==> src/rtl/ram_tp_be_bypass.sv <==
// ram_tp_be_bypass: two-port (1W/1R) RAM with per-column write enables and a power-up clear sweep.
// The sweep zeroes every word after reset. Reads are registered and take one cycle.
// Optional macro RAM_BYPASS_EN: a read and a write to the same address in the same cycle
// return write-first data, forwarded per column. Without the macro such a read returns the
// old stored word.
module ram_tp_be_bypass #(
  parameter int unsigned ADR_WD = 5,
  parameter int unsigned DAT_WD = 64,
  parameter int unsigned COL_WD = 8
) (
  input  logic                       clk,
  input  logic                       rst,
  input  logic [DAT_WD/COL_WD-1:0]   wr_ena_i,
  input  logic [ADR_WD-1:0]          wr_adr_i,
  input  logic [DAT_WD-1:0]          wr_dat_i,
  input  logic                       rd_ena_i,
  input  logic [ADR_WD-1:0]          rd_adr_i,
  output logic [DAT_WD-1:0]          rd_dat_o,
  output logic                       rd_val_o,
  output logic                       init_done_o
);

  localparam int unsigned NCOL  = DAT_WD / COL_WD;
  localparam int unsigned DEPTH = 1 << ADR_WD;

  if ((DAT_WD % COL_WD) != 0) begin : g_bad_col_wd
    $error("DAT_WD must be an integer multiple of COL_WD");
  end

  typedef enum logic {
    S_INIT  = 1'b0,
    S_READY = 1'b1
  } state_t;

  state_t              r_state;
  state_t              w_state_nxt;
  logic [ADR_WD-1:0]   r_cnt;
  logic [DAT_WD-1:0]   r_mem [DEPTH];
  logic [DAT_WD-1:0]   r_rd_dat;
  logic                r_rd_val;
  logic                r_init_done;

  logic [NCOL-1:0]     w_mem_col;
  logic [ADR_WD-1:0]   w_mem_adr;
  logic [DAT_WD-1:0]   w_mem_dat;
  logic                w_rd_fire;
  logic                w_cnt_ena;
  logic [DAT_WD-1:0]   w_rd_word;

  // FSM state register
  always_ff @(posedge clk) begin
    if (rst) begin
      r_state <= S_INIT;
    end else begin
      r_state <= w_state_nxt;
    end
  end

  // Next state: leave INIT once the last address has been cleared
  always_comb begin
    w_state_nxt = r_state;
    case (r_state)
      S_INIT:  if (&r_cnt) w_state_nxt = S_READY;
      S_READY: w_state_nxt = S_READY;
      default: w_state_nxt = S_INIT;
    endcase
  end

  // FSM outputs: sweep writes zeros in INIT, user ports are honoured only in READY
  always_comb begin
    w_mem_col = '0;
    w_mem_adr = wr_adr_i;
    w_mem_dat = wr_dat_i;
    w_rd_fire = 1'b0;
    w_cnt_ena = 1'b0;
    case (r_state)
      S_INIT: begin
        w_mem_col = {NCOL{~rst}};
        w_mem_adr = r_cnt;
        w_mem_dat = '0;
        w_cnt_ena = 1'b1;
      end
      S_READY: begin
        w_mem_col = wr_ena_i & {NCOL{~rst}};
        w_rd_fire = rd_ena_i & ~rst;
      end
      default: ;
    endcase
  end

  // Sweep address counter
  always_ff @(posedge clk) begin
    if (rst) begin
      r_cnt <= '0;
    end else if (w_cnt_ena) begin
      r_cnt <= ADR_WD'(r_cnt + 1'b1);
    end
  end

  // Storage array with per-column write enables; contents are never reset
  always_ff @(posedge clk) begin
    for (int c = 0; c < int'(NCOL); c++) begin
      if (w_mem_col[c]) begin
        r_mem[w_mem_adr][c*COL_WD +: COL_WD] <= w_mem_dat[c*COL_WD +: COL_WD];
      end
    end
  end

`ifdef RAM_BYPASS_EN
  // Read word with write-first forwarding of enabled columns on an address collision
  always_comb begin
    w_rd_word = r_mem[rd_adr_i];
    for (int c = 0; c < int'(NCOL); c++) begin
      if (wr_ena_i[c] && (wr_adr_i == rd_adr_i) && (r_state == S_READY)) begin
        w_rd_word[c*COL_WD +: COL_WD] = wr_dat_i[c*COL_WD +: COL_WD];
      end
    end
  end
`else
  // Read word: stored contents before this cycle's write (read-first)
  always_comb begin
    w_rd_word = r_mem[rd_adr_i];
  end
`endif

  // Registered read port; data holds when no read was issued
  always_ff @(posedge clk) begin
    if (rst) begin
      r_rd_dat <= '0;
      r_rd_val <= 1'b0;
    end else begin
      r_rd_val <= w_rd_fire;
      if (w_rd_fire) begin
        r_rd_dat <= w_rd_word;
      end
    end
  end

  // Sticky init-done flag, set on the cycle the FSM enters READY
  always_ff @(posedge clk) begin
    if (rst) begin
      r_init_done <= 1'b0;
    end else if (w_state_nxt == S_READY) begin
      r_init_done <= 1'b1;
    end
  end

  assign rd_dat_o    = r_rd_dat;
  assign rd_val_o    = r_rd_val;
  assign init_done_o = r_init_done;

endmodule

==> config.mk <==
export PLATFORM = sky130hd
export DESIGN_NAME = ram_tp_be_bypass
export DESIGN_NICKNAME = d
export VERILOG_FILES = /design/src/rtl/ram_tp_be_bypass.sv
export SDC_FILE = /design/constraint.sdc
export NUM_CORES = 2
export LEC_CHECK = 0
export ABC_AREA = 1
export BUFFER_PORTS_ARGS = -buffer_cell sky130_fd_sc_hd__buf_2
export CAP_MARGIN = 20
export CORE_MARGIN = 4
export CORE_UTILIZATION = 37
export CTS_BUF_LIST = sky130_fd_sc_hd__clkbuf_4
export DETAILED_ROUTE_END_ITERATION = 8
export SLEW_MARGIN = 20
export SYNTH_ARGS = -nofsm -noshare
export SYNTH_HDL_FRONTEND = slang
export SYNTH_SLANG_ARGS = --single-unit
==> constraint.sdc <==
create_clock -name clk -period 3 [get_ports clk]
set_clock_uncertainty 0.05 [all_clocks]
set_input_delay 0.15 -clock clk [delete_from_list [all_inputs] [get_ports clk]]
set_output_delay 0.15 -clock clk [all_outputs]
set_load 0.05 [all_outputs]
==> metrics.md <==
| Metric | Value |
|---|---|
| GRT Total Usage | `21.1%` |
| IO buf count | `150` |
| Final Slew Violations | `0` |
| Final hold violations | `0` |
| Critical path class | `register to register` |
| Initial Util | `37.2%` |
| Antenna violations before repair | `11` |
| Final Cycle Share | `95.2%` |
| Max_slew headroom | `32.1%` |
| Reg power frac | `53.3%` |
| Vias after detailed routing | `60.4k` |
| Final #Nets | `8,151` |
| CTS tree | `built` |
| Maximum fanout along the worst path | `1` |
| Vias in the first global route | `59.6k` |
| Worst-path clk slew | `0.06 ns` |
| Most common cell in the netlist | `nand2_1` |
| Post-Syn Nets | `7,479` |
| WP data arrival | `4.02 ns` |
| Chip Width | `489 um` |
| Sw power | `0.0141 W` |
| Placed insts | `10.4k` |
| Critical R2R Launch | `r_mem[7][40]$_DFFE_PP_` |
| Sw frac | `23.4%` |
| Initial DRC Count | `7,026` |
| R2R setup slack | `0.14 ns` |
| Synth Warn # | `0` |
| Post-synth top area share | `72.0%` |
| Pint | `0.0462 W` |
| Hold EP | `rd_dat_o[8]$_SDFFE_PP0P_` |
| Cell count of the worst reg-to-reg path | `11` |
| Detail Route Antenna Nets | `0` |
| WL/cell | `22.3 um` |
| Final worst path period need | `2.86 ns` |
| Sequential share of the synthesized area | `73.6%` |
| Hold crit path type | `input port to register` |
| Outcome | `complete, no violations` |
| Clock network power share | `41.1%` |
| Cell Count, Final, Fillers Out | `11.5k` |
| Worst-Margin Slew | `1.02 ns` |
| Max IR drop VDD | `0.285 mV` |
| Largest net degree at the start of global routing | `129` |
| GPL Wtd Cong | `0.866` |
| Global-route wire length before repair | `377,000 um` |
| WP data required | `4.17 ns` |
| Post-synth ARST share | `0%` |
| Clock H-tree levels | `6` |
| GRT Residual Overflow | `0` |
| Chip height | `489 um` |
| Root Driver | `clkbuf_4` |
| Reg2reg end | `rd_dat_o[40]$_SDFFE_PP0P_` |
| Number of synthesized register bits | `2,120` |
| Main synth FF type | `edfxtp_1` |
| Wirelength, routed | `256,000 um` |
| Residual DRC | `0` |
| CTS Buf Count | `565` |
| DRT Pass-1 Iters | `6` |
| Core box area | `230,000 um^2` |
| Clock Path Buffers | `4` |
| Post-synth EDFFs | `2,048` |
| Critical path capture point type | `register` |
| Layout cells sized above 1 | `15.5%` |
| Fmax | `350 MHz` |
| # rows | `176` |
| Final setup TNS | `0 ns` |
| P&R area growth vs syn | `16.2%` |
| RSZ-0062 raised after global routing | `no` |
| Latest clock arrival within the worst-skew pair | `1.36 ns` |
| Hold Path Origin | `rd_adr_i[4]` |
| Pwr Density | `608 nW/um^2` |
| Area leader, netlist | `edfxtp_1` |
| I/O pins | `151` |
| Hold_ws | `0.117 ns` |
| Hold Crit Depth | `7` |
| Vias per cell | `5.26` |
| Most instantiated cells after synthesis | `nand2_1 (2,217), edfxtp_1 (2,048), nand3_1 (1,984), nor2_1 (402), clkbuf_1 (252)` |
| Critical path startpoint category | `register` |
| CTS sink cnt | `2,120` |
| Post-synth cell types | `19` |
| Max-Cap Viols | `0` |
| Cell area after synthesis | `85,500 um^2` |
| Number of setup violations in the final report | `0` |
| Cells after Synth | `7,392` |
| Gate power share | `5.5%` |
| Synth Area per Inst | `11.6 um^2` |
| Detailed placement HPWL | `155,000 um` |
| Static leakage | `36.9 nW` |
| Ranking of synthesized cells by area | `edfxtp_1 (72%), nand3_1 (12%), nand2_1 (9.7%)` |
| Die Area | `239,000 um^2` |
flip-flops by register name (all words and copies together), names as in the netlist:
signal / cells
rd_dat_o: 64
r_mem: 2048
r_cnt: 5
init_done_o: 1
rd_val_o: 1
r_state: 1
power groups by stage:
stage	clock (W)	sequential (W)	combinational [W]
after global placement	0	0.0328	0.00313
final	0.0248	0.0322	0.00334
after floorplan	0	0.0328	0.00197
after detailed placement	0	0.0328	0.00315
after CTS	0.0254	0.0322	0.00332
after global routing	0.0271	0.0322	0.00364
critical path: stages (launching register included):
cell           delay, ns
edfxtp_1            0.37
nand2_1             0.09
nand3_1             0.10
nand3_1             0.14
nand3_1             0.09
dlygate4sd3_1       0.56
nand3_1             0.07
dlygate4sd3_1       0.55
nand3_1             0.06
dlygate4sd3_1       0.56
nand2_1             0.06
inv_1               0.04
cell type report:
cell class,count,area (um^2)
fillers,21600,131000
flip-flops and latches,2120,62900
multi-input cells,4632,20000
clock buffers,795,5970
repair buffers,599,5130
well taps,3026,3790
clock inverters,158,902
inverters,146,582
diodes,14,35.0
through the flow:
step | util, % | setup WS, ns | cell area [um^2] | power (W)
floorplan | - | 0.874 | 85500 | 0.0348
global placement | 39.5 | -0.0111 | 90800 | 0.0360
detailed placement | 39.5 | -0.0637 | 90800 | 0.0360
CTS | 43.2 | 0.0402 | 99300 | 0.0609
global route | 43.2 | 0.00227 | 99300 | 0.0629
finish | 43.2 | 0.145 | 99300 | 0.0604
placed cells by master (no fill, tap or decap):
master and n:
a21oi_1 4, buf_12 45, buf_2 144, buf_4 244
buf_6 1, buf_8 3, bufinv_16 10, clkbuf_4 795
clkinv_1 121, clkinv_2 20, clkinv_4 3, clkinvlp_4 2
dfxtp_1 71, dfxtp_4 1, diode_2 14, dlygate4sd3_1 162
edfxtp_1 2048, ha_1 2, inv_1 130, inv_2 13
inv_6 2, inv_8 3, nand2_1 2217, nand3_1 1984
nand4_1 1, nor2_1 391, nor2_2 10, nor2_4 1
nor3_1 3, o21a_1 1, o21ai_0 8, o21ai_2 8
or2_2 2
worst max path at each step:
stage                            from                         to  slack, ns
3_5_place_dp       r_state$_SDFF_PP0_     r_mem[16][1]$_DFFE_PP_      -0.06
3_3_place_gp       r_state$_SDFF_PP0_     r_mem[16][1]$_DFFE_PP_      -0.01
2_1_floorplan      r_state$_SDFF_PP0_     r_mem[10][0]$_DFFE_PP_       0.87
6_report       r_mem[7][40]$_DFFE_PP_  rd_dat_o[40]$_SDFFE_PP0P_       0.14
5_1_grt            r_state$_SDFF_PP0_    r_mem[26][20]$_DFFE_PP_      0.002
4_1_cts            r_state$_SDFF_PP0_     r_mem[16][9]$_DFFE_PP_       0.04
cells by family after synthesis:
| kind of cell | synth area share [%] |
|---|---|
| buffers and inverters | 3.03 |
| DFF | 73.6 |
| and+or+nand+nor | 23.2 |
| adders and majority gates | 0.0293 |
| AOI/OAI and AO/OA | 0.126 |
metal layers:
| layer | vias to the layer above | part of all wire (%) | routed length (um) | track usage [%] |
|---|---|---|---|---|
| met5 | - | 0.032 | 82 | 0 |
| met4 | 12 | 3.5 | 8980 | 8.72 |
| met3 | 483 | 9.8 | 25000 | 5.31 |
| met2 | 3113 | 46 | 118000 | 33.1 |
| met1 | 29200 | 41 | 104000 | 28.0 |
| li1 | 27600 | - | - | - |
timing repair:
action                                   CTS  global route
endpoints found under the setup margin     8            80
resized for setup                          1            11
pin swaps                                  0             0
buffers inserted                           0             0
endpoints found under the hold margin   3863             0
hold buffers                             163             0
(Power assumes the default switching activity.)
